## src/rtl/jedro_1_mem_arbiter_if.sv

```systemverilog
// Bus bundle between jedro_1 fetch/load-store ports, the memory arbiter and the shared RAM.
// The slave modport is the arbiter's view; master is the core+RAM environment view.
interface jedro_1_mem_arbiter_if #(
    parameter int ADDR_WIDTH = 32,
    parameter int DATA_WIDTH = 32
);
    localparam int BE_WIDTH = DATA_WIDTH / 8;

    logic                  i_req_i;
    logic [ADDR_WIDTH-1:0] i_addr_i;
    logic                  i_gnt_o;
    logic                  i_rvalid_o;
    logic [DATA_WIDTH-1:0] i_rdata_o;

    logic                  d_req_i;
    logic                  d_we_i;
    logic [BE_WIDTH-1:0]   d_be_i;
    logic [ADDR_WIDTH-1:0] d_addr_i;
    logic [DATA_WIDTH-1:0] d_wdata_i;
    logic                  d_gnt_o;
    logic                  d_rvalid_o;
    logic [DATA_WIDTH-1:0] d_rdata_o;

    logic                  m_en_o;
    logic [BE_WIDTH-1:0]   m_we_o;
    logic [ADDR_WIDTH-1:0] m_addr_o;
    logic [DATA_WIDTH-1:0] m_wdata_o;
    logic [DATA_WIDTH-1:0] m_rdata_i;

    modport slave (
        input  i_req_i, i_addr_i,
        output i_gnt_o, i_rvalid_o, i_rdata_o,
        input  d_req_i, d_we_i, d_be_i, d_addr_i, d_wdata_i,
        output d_gnt_o, d_rvalid_o, d_rdata_o,
        output m_en_o, m_we_o, m_addr_o, m_wdata_o,
        input  m_rdata_i
    );

    modport master (
        output i_req_i, i_addr_i,
        input  i_gnt_o, i_rvalid_o, i_rdata_o,
        output d_req_i, d_we_i, d_be_i, d_addr_i, d_wdata_i,
        input  d_gnt_o, d_rvalid_o, d_rdata_o,
        input  m_en_o, m_we_o, m_addr_o, m_wdata_o,
        output m_rdata_i
    );
endinterface

```

## src/rtl/jedro_1_mem_arbiter.sv

```systemverilog
// Two-master (fetch / load-store) arbiter for one single-port, 1-cycle-latency RAM.
// Define JEDRO_1_MEM_ARB_RR_EN for round-robin; otherwise data-first with a MAX_WAIT starvation guard.
module jedro_1_mem_arbiter #(
    parameter int ADDR_WIDTH = 32,
    parameter int DATA_WIDTH = 32,
    parameter int MAX_WAIT   = 4
) (
    input logic                  clk_i,
    input logic                  rst_i,
    jedro_1_mem_arbiter_if.slave bus
);
    typedef enum logic {
        OWN_I = 1'b0,
        OWN_D = 1'b1
    } owner_e;

    logic                      i_gnt;
    logic                      d_gnt;
    logic                      tag_valid;
    owner_e                    tag_owner;
    logic [ADDR_WIDTH-1:0]     addr_sel;
    logic [DATA_WIDTH/8-1:0]   we_sel;

`ifdef JEDRO_1_MEM_ARB_RR_EN
    owner_e rr_last;

    always_ff @(posedge clk_i) begin
        if (rst_i)
            rr_last <= OWN_I;
        else if (i_gnt)
            rr_last <= OWN_I;
        else if (d_gnt)
            rr_last <= OWN_D;
    end

    always_comb begin
        i_gnt = 1'b0;
        d_gnt = 1'b0;
        if (!rst_i) begin
            if (bus.i_req_i && bus.d_req_i) begin
                if (rr_last == OWN_D) i_gnt = 1'b1;
                else                  d_gnt = 1'b1;
            end else begin
                i_gnt = bus.i_req_i;
                d_gnt = bus.d_req_i;
            end
        end
    end
`else
    localparam int             CNT_WIDTH = $clog2(MAX_WAIT + 1);
    localparam logic [CNT_WIDTH-1:0] MAX_CNT = CNT_WIDTH'(MAX_WAIT);

    logic [CNT_WIDTH-1:0] starve_cnt;

    // Counts consecutive denied fetch cycles; saturates so fetch keeps priority until served.
    always_ff @(posedge clk_i) begin
        if (rst_i || !bus.i_req_i || i_gnt)
            starve_cnt <= '0;
        else if (starve_cnt != MAX_CNT)
            starve_cnt <= starve_cnt + 1'b1;
    end

    always_comb begin
        i_gnt = 1'b0;
        d_gnt = 1'b0;
        if (!rst_i) begin
            if (bus.i_req_i && bus.d_req_i) begin
                if (starve_cnt == MAX_CNT) i_gnt = 1'b1;
                else                       d_gnt = 1'b1;
            end else begin
                i_gnt = bus.i_req_i;
                d_gnt = bus.d_req_i;
            end
        end
    end
`endif

    always_comb begin
        addr_sel = d_gnt ? bus.d_addr_i : bus.i_addr_i;
        we_sel   = (d_gnt && bus.d_we_i) ? bus.d_be_i : '0;
    end

    always_ff @(posedge clk_i) begin
        if (rst_i) begin
            tag_valid <= 1'b0;
            tag_owner <= OWN_I;
        end else begin
            tag_valid <= i_gnt || d_gnt;
            tag_owner <= d_gnt ? OWN_D : OWN_I;
        end
    end

    assign bus.i_gnt_o    = i_gnt;
    assign bus.d_gnt_o    = d_gnt;
    assign bus.m_en_o     = i_gnt || d_gnt;
    assign bus.m_we_o     = we_sel;
    assign bus.m_addr_o   = addr_sel;
    assign bus.m_wdata_o  = bus.d_wdata_i;

    // Gating with rst_i drops a response whose grant preceded the reset cycle.
    assign bus.i_rvalid_o = !rst_i && tag_valid && (tag_owner == OWN_I);
    assign bus.d_rvalid_o = !rst_i && tag_valid && (tag_owner == OWN_D);
    assign bus.i_rdata_o  = bus.m_rdata_i;
    assign bus.d_rdata_o  = bus.m_rdata_i;
endmodule

```

## src/flat_wrapper.sv

```systemverilog
// flat-port wrapper written by rule: the top's interface ports become plain ports
module jedro_1_mem_arbiter_flat 
#(
    parameter int ADDR_WIDTH = 32,
    parameter int DATA_WIDTH = 32,
    parameter int MAX_WAIT   = 4
)
  (clk_i, rst_i, bus_i_req_i, bus_i_addr_i, bus_i_gnt_o, bus_i_rvalid_o, bus_i_rdata_o, bus_d_req_i, bus_d_we_i, bus_d_be_i, bus_d_addr_i, bus_d_wdata_i, bus_d_gnt_o, bus_d_rvalid_o, bus_d_rdata_o, bus_m_en_o, bus_m_we_o, bus_m_addr_o, bus_m_wdata_o, bus_m_rdata_i);
  jedro_1_mem_arbiter_if #(.ADDR_WIDTH(ADDR_WIDTH), .DATA_WIDTH(DATA_WIDTH)) bus_i ();
  input logic clk_i;
  input logic rst_i;
  input wire logic [$bits(bus_i.i_req_i)-1:0] bus_i_req_i;
  input wire logic [$bits(bus_i.i_addr_i)-1:0] bus_i_addr_i;
  output wire logic [$bits(bus_i.i_gnt_o)-1:0] bus_i_gnt_o;
  output wire logic [$bits(bus_i.i_rvalid_o)-1:0] bus_i_rvalid_o;
  output wire logic [$bits(bus_i.i_rdata_o)-1:0] bus_i_rdata_o;
  input wire logic [$bits(bus_i.d_req_i)-1:0] bus_d_req_i;
  input wire logic [$bits(bus_i.d_we_i)-1:0] bus_d_we_i;
  input wire logic [$bits(bus_i.d_be_i)-1:0] bus_d_be_i;
  input wire logic [$bits(bus_i.d_addr_i)-1:0] bus_d_addr_i;
  input wire logic [$bits(bus_i.d_wdata_i)-1:0] bus_d_wdata_i;
  output wire logic [$bits(bus_i.d_gnt_o)-1:0] bus_d_gnt_o;
  output wire logic [$bits(bus_i.d_rvalid_o)-1:0] bus_d_rvalid_o;
  output wire logic [$bits(bus_i.d_rdata_o)-1:0] bus_d_rdata_o;
  output wire logic [$bits(bus_i.m_en_o)-1:0] bus_m_en_o;
  output wire logic [$bits(bus_i.m_we_o)-1:0] bus_m_we_o;
  output wire logic [$bits(bus_i.m_addr_o)-1:0] bus_m_addr_o;
  output wire logic [$bits(bus_i.m_wdata_o)-1:0] bus_m_wdata_o;
  input wire logic [$bits(bus_i.m_rdata_i)-1:0] bus_m_rdata_i;
  assign bus_i.i_req_i = bus_i_req_i;
  assign bus_i.i_addr_i = bus_i_addr_i;
  assign bus_i_gnt_o = bus_i.i_gnt_o;
  assign bus_i_rvalid_o = bus_i.i_rvalid_o;
  assign bus_i_rdata_o = bus_i.i_rdata_o;
  assign bus_i.d_req_i = bus_d_req_i;
  assign bus_i.d_we_i = bus_d_we_i;
  assign bus_i.d_be_i = bus_d_be_i;
  assign bus_i.d_addr_i = bus_d_addr_i;
  assign bus_i.d_wdata_i = bus_d_wdata_i;
  assign bus_d_gnt_o = bus_i.d_gnt_o;
  assign bus_d_rvalid_o = bus_i.d_rvalid_o;
  assign bus_d_rdata_o = bus_i.d_rdata_o;
  assign bus_m_en_o = bus_i.m_en_o;
  assign bus_m_we_o = bus_i.m_we_o;
  assign bus_m_addr_o = bus_i.m_addr_o;
  assign bus_m_wdata_o = bus_i.m_wdata_o;
  assign bus_i.m_rdata_i = bus_m_rdata_i;
  jedro_1_mem_arbiter #(.ADDR_WIDTH(ADDR_WIDTH), .DATA_WIDTH(DATA_WIDTH), .MAX_WAIT(MAX_WAIT)) u_core (.clk_i(clk_i), .rst_i(rst_i), .bus(bus_i));
endmodule
```

## config.mk

```make
export PLATFORM = sky130hd
export DESIGN_NAME = jedro_1_mem_arbiter_flat
export DESIGN_NICKNAME = d
export VERILOG_FILES = /design/src/rtl/jedro_1_mem_arbiter_if.sv /design/src/rtl/jedro_1_mem_arbiter.sv /design/src/flat_wrapper.sv
export SDC_FILE = /design/constraint.sdc
export NUM_CORES = 1
export LEC_CHECK = 0
export ABC_AREA = 1
export CAP_MARGIN = 20
export CORE_AREA = 3 3 104 106
export DETAILED_ROUTE_END_ITERATION = 16
export DIE_AREA = 0 0 107 109
export GPL_TIMING_DRIVEN = 0
export SYNTH_ARGS = -nofsm -noshare
export SYNTH_HDL_FRONTEND = slang
export SYNTH_SLANG_ARGS = --single-unit
```

## constraint.sdc

```tcl
create_clock -name clk_i -period 2.08 [get_ports clk_i]
set_input_delay 0.416 -clock clk_i [delete_from_list [all_inputs] [get_ports clk_i]]
set_output_delay 0.416 -clock clk_i [all_outputs]
set_load 0.01 [all_outputs]
```

# After elaboration in Yosys (flattened, before gate mapping)

Index checks and enable logic that the tools add are counted.

Bits in registers: 5
Memory bits (writable): 0
ROM bits: 0
Input bits: 137
Latch bits: 0
Output and inout bits: 137
Memories kept: 0
Logic and storage cells: 26

Reduce and logical (&&, ||, !) cells: 10
Multiplexer cells: 9
Magnitude comparators: 0
Bitwise operators: 1
$mul: 0
Divide/modulo/power cells: 0
Shift operators: 0
$add $sub $neg: 1
Equality and inequality tests: 2

Operator list:

| operator            | count |
|---|---|
| $mux 32             | 1 |
| $mux 1              | 7 |
| $logic_and 1x1->1   | 5 |
| $mux 4              | 1 |
| $add 3x1->3 const B | 1 |
| $eq 3x3->1 const B  | 1 |
| $logic_or 1x1->1    | 3 |
| $ne 3x3->1 const B  | 1 |
| $logic_not 1->1     | 2 |
| $not 1->1           | 1 |

# Longest topological paths before layout

Gate-level depths: netlist (run 1).

Depth after elaboration: 6
Mapped depth: 7
Depth with buffers taken out: 7

# Worst setup path after synthesis (run 1)

No wires, ideal clock.

Path type: register to output
From: reg u_core.starve_cnt[0]
To: out bus_m_addr_o[0]
Setup slack: 552 ps
Arrival time: 1,112 ps
Required time: 1,664 ps
Stages on the path, launching flop included: 7
Path buffers: 1
Path through: dfxtp_1 > inv_1 > ha_1 > nand3_2 > buf_2 > nand3_1 > nand2_1

Cells in the longest elaborated chain, start to end: 5

RTL lines:

| element                  | line                      | RTL |
|---|---|---|
| start: declaration       | jedro_1_mem_arbiter.sv:53 | `logic [CNT_WIDTH-1:0] starve_cnt;` |
| start signal: assignment | jedro_1_mem_arbiter.sv:60 | `starve_cnt <= starve_cnt + 1'b1;` |
| $eq 3x3->1               | jedro_1_mem_arbiter.sv:68 | `if (starve_cnt == MAX_CNT) i_gnt = 1'b1;` |
| $mux 1                   | jedro_1_mem_arbiter.sv:68 |  |
| $mux 1                   | jedro_1_mem_arbiter.sv:67 | `if (bus.i_req_i && bus.d_req_i) begin` |
| $mux 1                   | jedro_1_mem_arbiter.sv:66 | `if (!rst_i) begin` |
| $mux 32                  | jedro_1_mem_arbiter.sv:79 | `addr_sel = d_gnt ? bus.d_addr_i : bus.i_addr_i;` |
| end: declaration         | flat_wrapper.sv:27        | `output wire logic [$bits(bus_i.m_addr_o)-1:0] bus_m_addr_o;` |

No other way between the ends.

# Worst setup path in the final report (run 1)

From: reg u_core.starve_cnt[1]
To: out bus_m_addr_o[3]

Same word-level chain as after synthesis.

==> impl_metrics.yaml, run 1 <==
worst_hold_path:
  hp-class: "reg -> reg"
  whs_path_depth: 1
  worstHoldStart: "u_core.starve_cnt[0]"
  whs_endpoint: "u_core.starve_cnt[0]"
sta:
  hold_viol: 0
  finalCritPeriodShare_pct: 97.29
  fmax_mhz: 494.1
  slew_viol_final: 0
  finalClockSkew_ns: 0.0004467
  tightest_slew_ns: 0.2035
  rsz0062_at_grt: "yes"
  relSlewSlack_pct: 86.41
  period_needed_ns: 2.024
  whs_ns: 0.4322
  setup_viol: 0
setup_path:
  path_class: "reg -> out"
  worstPathArrival_ns: 1.61
  r2r_start: "u_core.starve_cnt[1]"
  cp_max_fo: 10
  start_kind: "flip-flop"
  reg2reg_depth: 7
  end_kind: "primary output"
  crit_required_ns: 1.66
  r2r_slack_ns: 0.89
  rr_endpoint: "u_core.tag_owner"
finish:
  layout-drive-gt1-share_pct: 34.45
  fin_cells: 612
  finish.net_count: 619
  layout_common_cells: "168 x clkdlybuf4s50_1, 106 x buf_4, 72 x nand2_1, 35 x nand3_1, 22 x clkbuf_2"
  diodes: 0
  syn_to_final_growth_pct: 160.8
  final_common_cell: "clkdlybuf4s50_1"
  n_fill_cell: 1025
cts:
  cts_buffer_depth: 2
  cts_buffers: 3
  cts_tree: "done"
  clk_latency_ns: 0.22
  hold_buffers: 0
  cts.sinks: 5
  ctsRootBufferMaster: "clkbuf_8"
  clkSlewWorstSetupHoldPaths_ns: 0.04
  h-tree-depth: 1
yosys:
  ys_types: 17
  syn_nets: 388
  synth_xor_area_share_pct: 0
  syn_inst: 249
  yosysWarnings: 0
  synth_area_um2: 1514
  yosys.area.top_type: "buf_4"
  synthAdderAreaFrac_pct: 1.653
  synth_top_area_share_pct: 49.09
  synth-edff-count: 0
  synthTopCellsByArea: "buf_4 49%, nand2_1 18%, nand3_1 12%"
  synth_seq_cells: 5
  seq_area_frac_synth_pct: 6.612
  synth.area.mux_share_pct: 0
  synth_top_family_by_area: "buffers and inverters"
  synthSimpleGateAreaFrac_pct: 35.21
  synth_top_flop_cell: "dfxtp_1"
  synthArstFlopShare_pct: 0
  synth_area_per_cell_um2: 6.080
  synth_compound_area_share_pct: 0.9917
route:
  drt_wl_total_um: 7464
  first_pass_iters: 4
  route.detailed.drc: 0
  wl_per_cell_um: 12.20
  drt-initial-drc-count: 37
  vias_per_cell: 3.650
  ant_nets: 0
  vias: 2234
grt:
  antenna_found_initial: 0
  grtUsageTotal_pct: 11.10
  use_met3_pct: 2.487
  grt_busiest_layer: "met2"
  grt_start_max_net_pins: 11
  grtUsageMet2_pct: 22.98
  use_met1_pct: 11.40
  grt_pass1_wl_um: 10520
  grt_pass1_vias: 2184
  grt.overflow.total: 0
status:
  status: "finished clean"
pwr:
  vdd_drop_max_uv: 131.2
  p_leak_uw: 0.001975
  p_per_area_nw_per_um2: 266.1
floorplanning:
  die_y_um: 109
  row_count: 36
  dieArea_um2: 11660
  io_pins: 274
  start_util_pct: 15.35
  die_w_um: 107
  core_um2: 9864
placement:
  dp.cells: 591
  routabilityCongestion: 0.7418
  portBuffers: 209
  dpl.hpwl_um: 6553
run:
  cap_violations: 0
==> per-layer routing <==
metal,vias up,routed length (um)
met5,-,0
met4,0,45
met3,4,746
met2,137,4256
met1,958,2415
li1,1135,-
==> synthesized netlist by cell type, types with 2 or more instances <==
library cell	count
inv_1	12
nand2_1	72
buf_6	3
buf_4	99
buf_2	3
nor2_1	9
ha_1	2
dfxtp_1	5
nand3_1	35
o21ai_0	2
==> cell families after synthesis <==
| kind of cell | Yosys count |
|---|---|
| flip-flops | 5 |
| buffers and inverters | 118 |
| AO/OA/AOI/OAI | 3 |
| adder cells (fa/ha/maj) | 2 |
| AND/OR/NAND/NOR | 121 |
==> worst max-delay path: stages, from the launching register on <==
cell	delay (ns)
dfxtp_2	0.33
inv_2	0.06
ha_4	0.15
nand3_4	0.15
buf_6	0.17
buf_6	0.13
nand3_1	0.06
nand2_1	0.05
dlygate4sd2_1	0.28
==> worst max-delay path by stage <==
stage	startpoint	end	slack [ns]	cells past startpoint
global placement	bus_i_req_i	bus_m_addr_o[1]	-0.59	7
global route	u_core.starve_cnt[1]	bus_m_addr_o[31]	-0.03	9
CTS	u_core.starve_cnt[1]	bus_m_addr_o[10]	-0.03	8
detailed placement	bus_i_req_i	bus_m_addr_o[14]	-0.60	7
floorplan	u_core.starve_cnt[0]	bus_m_addr_o[0]	0.55	6
finish	u_core.starve_cnt[1]	bus_m_addr_o[3]	0.06	8
==> through the flow <==
step	worst slack (ns)	utilization (%)	TNS, ns	instance area, um^2	total power [uW]
floorplan	0.5523	-	0	1514	416.0
global placement	-0.5929	38.24	-19.78	3772	879.9
detailed placement	-0.5969	38.24	-20.21	3772	885.4
CTS	-0.02738	40.87	-0.1380	4031	1082
global route	-0.02962	40.03	-0.09464	3949	1114
finish	0.05627	40.03	0	3949	1051
==> state kept, by name (all words and copies together) (netlist names) <==
name / flops
u_core.tag_valid: 1
u_core.starve_cnt: 3
u_core.tag_owner: 1
==> where the power goes <==
| part | total, uW | internal (uW) | switching [uW] |
|---|---|---|---|
| Sequential | 102 | 100 | 1.83 |
| Combinational | 764 | 506 | 258 |
| Clock | 185 | 132 | 53.0 |
| Total | 1050 | 738 | 313 |
==> area by class of cell <==
type | instances | area (um^2) | area share (%)
Timing Repair Buffer | 228 | 2181 | 55.23
Buffer | 103 | 803.3 | 20.34
Multi-Input combinational cell | 126 | 601.8 | 15.24
Sequential cell | 5 | 102.6 | 2.598
Inverter | 13 | 48.80 | 1.236
Clock buffer | 4 | 45.04 | 1.141
Tap cell | 133 | 166.4 | 4.214
==> what timing repair did <==
item | CTS | global route
gates cloned | 2 | 0
buffers inserted | 15 | 2
resized for setup | 78 | 59
hold endpoints to repair | 0 | 0
pin swaps | 4 | 2
endpoints found under the setup margin | 41 | 37
No activity file was read; power rests on OpenSTA's default activity.
==> run 2, diff against run 1 <==
ABC_CLOCK_PERIOD_IN_PS = 2080   (was not set)
PLACE_DENSITY_LB_ADDON = 0.2   (was not set)
==> impl_metrics.yaml, run 2 (same netlist as run 1, synthesis figures left out) <==
status:
  status: "finished clean"
pwr:
  p_int_uw: 722.9
  clkPwrFrac_pct: 17.5
  swShare_pct: 29.51
  p_switching_uw: 302.6
  vdd_drop_max_uv: 107.9
  pwr-share-comb_pct: 72.6
  p_leak_uw: 0.001941
  p_seq_share_pct: 10.0
  p_per_area_nw_per_um2: 265.5
floorplanning:
  die_w_um: 107
  core_um2: 9864
  row_count: 36
  dieArea_um2: 11660
  die_y_um: 109
  io_pins: 274
  start_util_pct: 15.35
finish:
  n_fill_cell: 1017
  largest-register: "u_core.starve_cnt"
  diodes: 0
  layout_common_cells: "169 x clkdlybuf4s50_1, 107 x buf_4, 72 x nand2_1, 35 x nand3_1, 18 x clkbuf_2"
  final_util_pct: 39.16
  top_regs: "u_core.starve_cnt (3), u_core.tag_owner (1), u_core.tag_valid (1)"
  layout-drive-gt1-share_pct: 31.92
  fin_cells: 606
  finish.net_count: 613
  largest_register_ffs: 3
  final_common_cell: "clkdlybuf4s50_1"
  syn_to_final_growth_pct: 155.1
setup_path:
  crit_required_ns: 1.66
  critical-path-top-delay-family: "buffers and inverters"
  path_cells: "inv_2 -> ha_4 -> nand3_4 -> buf_4 -> buf_6 -> nand3_1 -> nand2_1 -> dlygate4sd2_1"
  start_kind: "flip-flop"
  crit_buf_inv: 4
  max_stage_delay_ns: 0.32
  cp_max_fo: 10
  path_class: "reg -> out"
  crit_slowest_cell: "dfxtp_2"
  worstPathArrival_ns: 1.60
  end_kind: "primary output"
sta:
  hold_viol: 0
  finalCritPeriodShare_pct: 96.73
  finalClockSkew_ns: 0.0005590
  period_needed_ns: 2.012
  setup_viol: 0
  rsz0062_at_grt: "yes"
  slew_viol_final: 0
  tightest_slew_ns: 0.2217
  relSlewSlack_pct: 85.20
  fmax_mhz: 497.0
grt:
  grt_pass1_vias: 2057
  grtUsageTotal_pct: 10.93
  grt.overflow.total: 0
  grt_start_max_net_pins: 11
  grt_pass1_wl_um: 10210
  antenna_found_initial: 0
route:
  route.detailed.drc: 0
  first_pass_iters: 4
  drt-initial-drc-count: 67
  vias: 2209
  wl_per_cell_um: 12.42
  ant_nets: 0
  drt_wl_total_um: 7528
  vias_per_cell: 3.645
cts:
  ctsRootBufferMaster: "clkbuf_8"
  cts.sinks: 5
  cts_buffers: 3
  clkSlewWorstSetupHoldPaths_ns: 0.04
  h-tree-depth: 1
  cts_tree: "done"
  cts_buffer_depth: 2
  clk_latency_ns: 0.22
placement:
  dpl.hpwl_um: 6673
  routabilityCongestion: 0.7254
  dp.cells: 591
  portBuffers: 209
worst_hold_path:
  hp-class: "reg -> reg"
run:
  cap_violations: 0
run 2: cell count changes in the layout (fill, tap and decap cells not counted), moves of 3 or more:
cell and change:
buf_2 -3, buf_6 -5, clkbuf_2 -4, clkdlybuf4s15_1 -4
dlygate4sd2_1 +10
run 2: area by class of cell:
| cell class | instances | area, um^2 | area share (%) |
|---|---|---|---|
| buffer | 104 | 810.8 | 20.99 |
| inverter | 13 | 48.80 | 1.263 |
| tap | 133 | 166.4 | 4.308 |
| multi-input combinational | 126 | 593.1 | 15.35 |
| clock buffer | 4 | 45.04 | 1.166 |
| timing repair buffer | 221 | 2096 | 54.26 |
| sequential | 5 | 102.6 | 2.656 |
run 2: worst reg2reg max path: stages (launching register included):
cell and delay (ns):
dfxtp_2 0.32, inv_2 0.06, ha_4 0.16, nand3_4 0.13
nand2_4 0.12, buf_4 0.13, buf_8 0.13, inv_1 0.04
run 2: what timing repair did:
action,in CTS,in global routing
setup buffers,11,0
cloned,1,0
hold buffers,0,0
pin swaps,4,2
gates resized for setup,75,31
setup endpoints to repair,41,22
run 2: power by group through the flow:
stage / sequential [uW] / combinational (uW) / clock [uW]
finish: 102 / 744 / 179
global route: 103 / 800 / 194
CTS: 102 / 767 / 185
detailed placement: 103 / 781 / 0
global placement: 103 / 778 / 0
floorplan: 103 / 313 / 0
run 2: stage by stage:
stage	cell area, um^2	hold slack [ns]	setup TNS (ns)	setup slack [ns]	power (uW)
after floorplan	1514	0.4173	0	0.5523	416.0
after global placement	3772	0.4297	-20.68	-0.5972	880.9
after detailed placement	3772	0.4440	-21.27	-0.6210	883.7
after CTS	3929	0.4270	-0.2436	-0.1243	1053
after global routing	3862	0.4424	-0.01204	-0.007629	1096
final	3862	0.4295	0	0.06809	1025
run 2: per-layer routing:
metal	track usage, %	share of wire (%)
met5	0	0
met4	1.918	0.41
met3	3.730	13
met2	21.81	55
met1	11.04	32
run 2: worst paths after layout:
path,end,cells past startpoint,slack (ns),start
worst max-delay path,bus_m_addr_o[10],8,0.07,u_core.starve_cnt[1]
worst min-delay path,u_core.starve_cnt[0],1,0.43,u_core.starve_cnt[0]
worst max register to register,u_core.tag_owner,7,0.90,u_core.starve_cnt[1]
worst min register to register,u_core.starve_cnt[0],1,0.43,u_core.starve_cnt[0]
==> run 3, diff against run 2 <==
ABC_CLOCK_PERIOD_IN_PS = 2400   (was 2080)
SKIP_CTS_REPAIR_TIMING = 1   (was not set)
clock period = 2.4 ns   (was 2.08 ns; I/O delays follow)
==> impl_metrics.yaml, run 3 (same netlist as run 1, synthesis figures left out) <==
setup_path:
  path_class: "reg -> out"
  crit_buf_inv: 3
  crit_slowest_cell: "clkdlybuf4s50_1"
  worstPathArrival_ns: 1.89
  crit_required_ns: 1.92
  max_stage_delay_ns: 0.55
  path_cells: "inv_1 -> ha_4 -> nand3_4 -> buf_4 -> nand3_1 -> nand2_1 -> clkdlybuf4s50_1"
  cp_num_cells: 7
  start_kind: "flip-flop"
  end_kind: "primary output"
  r2r_start: "u_core.starve_cnt[0]"
  crit_start: "u_core.starve_cnt[0]"
  critical-path-top-delay-family: "buffers and inverters"
  rr_endpoint: "u_core.tag_owner"
  crit_path_end: "bus_m_addr_o[19]"
  cp_max_fo: 10
  r2r_slack_ns: 1.24
  reg2reg_depth: 6
finish:
  final_util_pct: 40.88
  final_cell_area_um2: 4033
  syn_to_final_growth_pct: 166.4
  layout-drive-gt1-share_pct: 25.70
  largest_register_ffs: 3
  finish.net_count: 607
  largest-register: "u_core.starve_cnt"
  diodes: 0
  final_common_cell: "clkdlybuf4s50_1"
  layout_common_cells: "174 x clkdlybuf4s50_1, 101 x buf_4, 72 x nand2_1, 35 x dlymetal6s2s_1, 34 x nand3_1"
  fin_cells: 600
  top_regs: "u_core.starve_cnt (3), u_core.tag_owner (1), u_core.tag_valid (1)"
cts:
  ctsRootBufferMaster: "clkbuf_8"
  clk_latency_ns: 0.22
  cts_buffer_depth: 2
  cts_tree: "done"
  h-tree-depth: 1
  clkSlewWorstSetupHoldPaths_ns: 0.04
  cts_buffers: 3
  cts.sinks: 5
sta:
  tightest_slew_ns: 0.2838
  whs_ns: 0.4579
  hold_viol: 0
  setup-tns-final_ns: 0
  finalCritPeriodShare_pct: 98.79
  rsz0062_at_grt: "yes"
  fmax_mhz: 421.8
  finalClockSkew_ns: 0.0005034
  period_needed_ns: 2.371
  setup_viol: 0
  slew_viol_final: 0
  relSlewSlack_pct: 81.05
pwr:
  p_leak_uw: 0.002236
  vdd_drop_max_uv: 100.7
  p_per_area_nw_per_um2: 228.1
grt:
  grt_start_max_net_pins: 11
  grtUsageTotal_pct: 10.76
  grt.overflow.total: 0
  grt_pass1_wl_um: 10030
  grt_pass1_vias: 1999
  antenna_found_initial: 0
run:
  cap_violations: 0
route:
  first_pass_iters: 4
  drt_wl_total_um: 7615
  route.detailed.drc: 0
  wl_per_cell_um: 12.69
  vias_per_cell: 3.653
  drt-initial-drc-count: 58
  ant_nets: 0
  vias: 2192
placement:
  portBuffers: 209
  dpl_cell_area_um2: 3772
  routabilityCongestion: 0.7254
  dpl.hpwl_um: 6673
  dp.cells: 591
floorplanning:
  core_um2: 9864
  io_pins: 274
  dieArea_um2: 11660
  die_y_um: 109
  start_util_pct: 15.35
  row_count: 36
  die_w_um: 107
worst_hold_path:
  hp-class: "reg -> reg"
status:
  status: "finished clean"
## run 3: per-stage QoR
step,total power [uW],worst slack [ns]
2_1_floorplan,360.5,0.8083
3_3_place_gp,763.5,-0.4052
3_5_place_dp,765.9,-0.4290
4_1_cts,927.1,-0.4343
5_1_grt,979.8,-0.08430
6_report,919.7,0.02913
## run 3: layer usage
metal	GRT usage [%]	wire [um]	vias up
met5	0	0	-
li1	-	-	1110
met1	11.15	2446	917
met4	1.918	42	0
met3	3.671	951	5
met2	21.09	4174	160
## run 3: power breakdown
group / switching (uW) / internal [uW] / total, uW / leakage [uW]
Combinational: 221 / 454 / 675 / 0.00217
Clock: 42.3 / 114 / 156 / 0.0000228
Sequential: 1.48 / 86.8 / 88.3 / 0.0000411
## run 3: layout make-up
cell class | count | area (um^2)
fillers | 998 | 5832
multi-input cells | 126 | 606.8
repair buffers | 214 | 2247
flip-flops and latches | 5 | 100.1
clock buffers | 4 | 45.04
plain buffers | 105 | 818.3
well taps | 133 | 166.4
inverters | 13 | 48.80
## run 3: worst min-delay path by stage
stage / start / to / slack, ns / cells after the start
floorplan: u_core.starve_cnt[0] / u_core.starve_cnt[0] / 0.42 / 1
global placement: u_core.starve_cnt[0] / u_core.starve_cnt[0] / 0.43 / 1
detailed placement: u_core.starve_cnt[0] / u_core.starve_cnt[0] / 0.44 / 1
CTS: u_core.starve_cnt[0] / u_core.starve_cnt[0] / 0.45 / 1
global route: u_core.starve_cnt[0] / u_core.starve_cnt[0] / 0.47 / 1
finish: u_core.starve_cnt[0] / u_core.starve_cnt[0] / 0.46 / 1
## run 3: worst register-to-register path, stage by stage (launching register included)
cell	delay (ns)
dfxtp_1	0.32
inv_1	0.10
ha_4	0.17
nand3_4	0.14
nand2_8	0.13
buf_6	0.15
inv_1	0.04
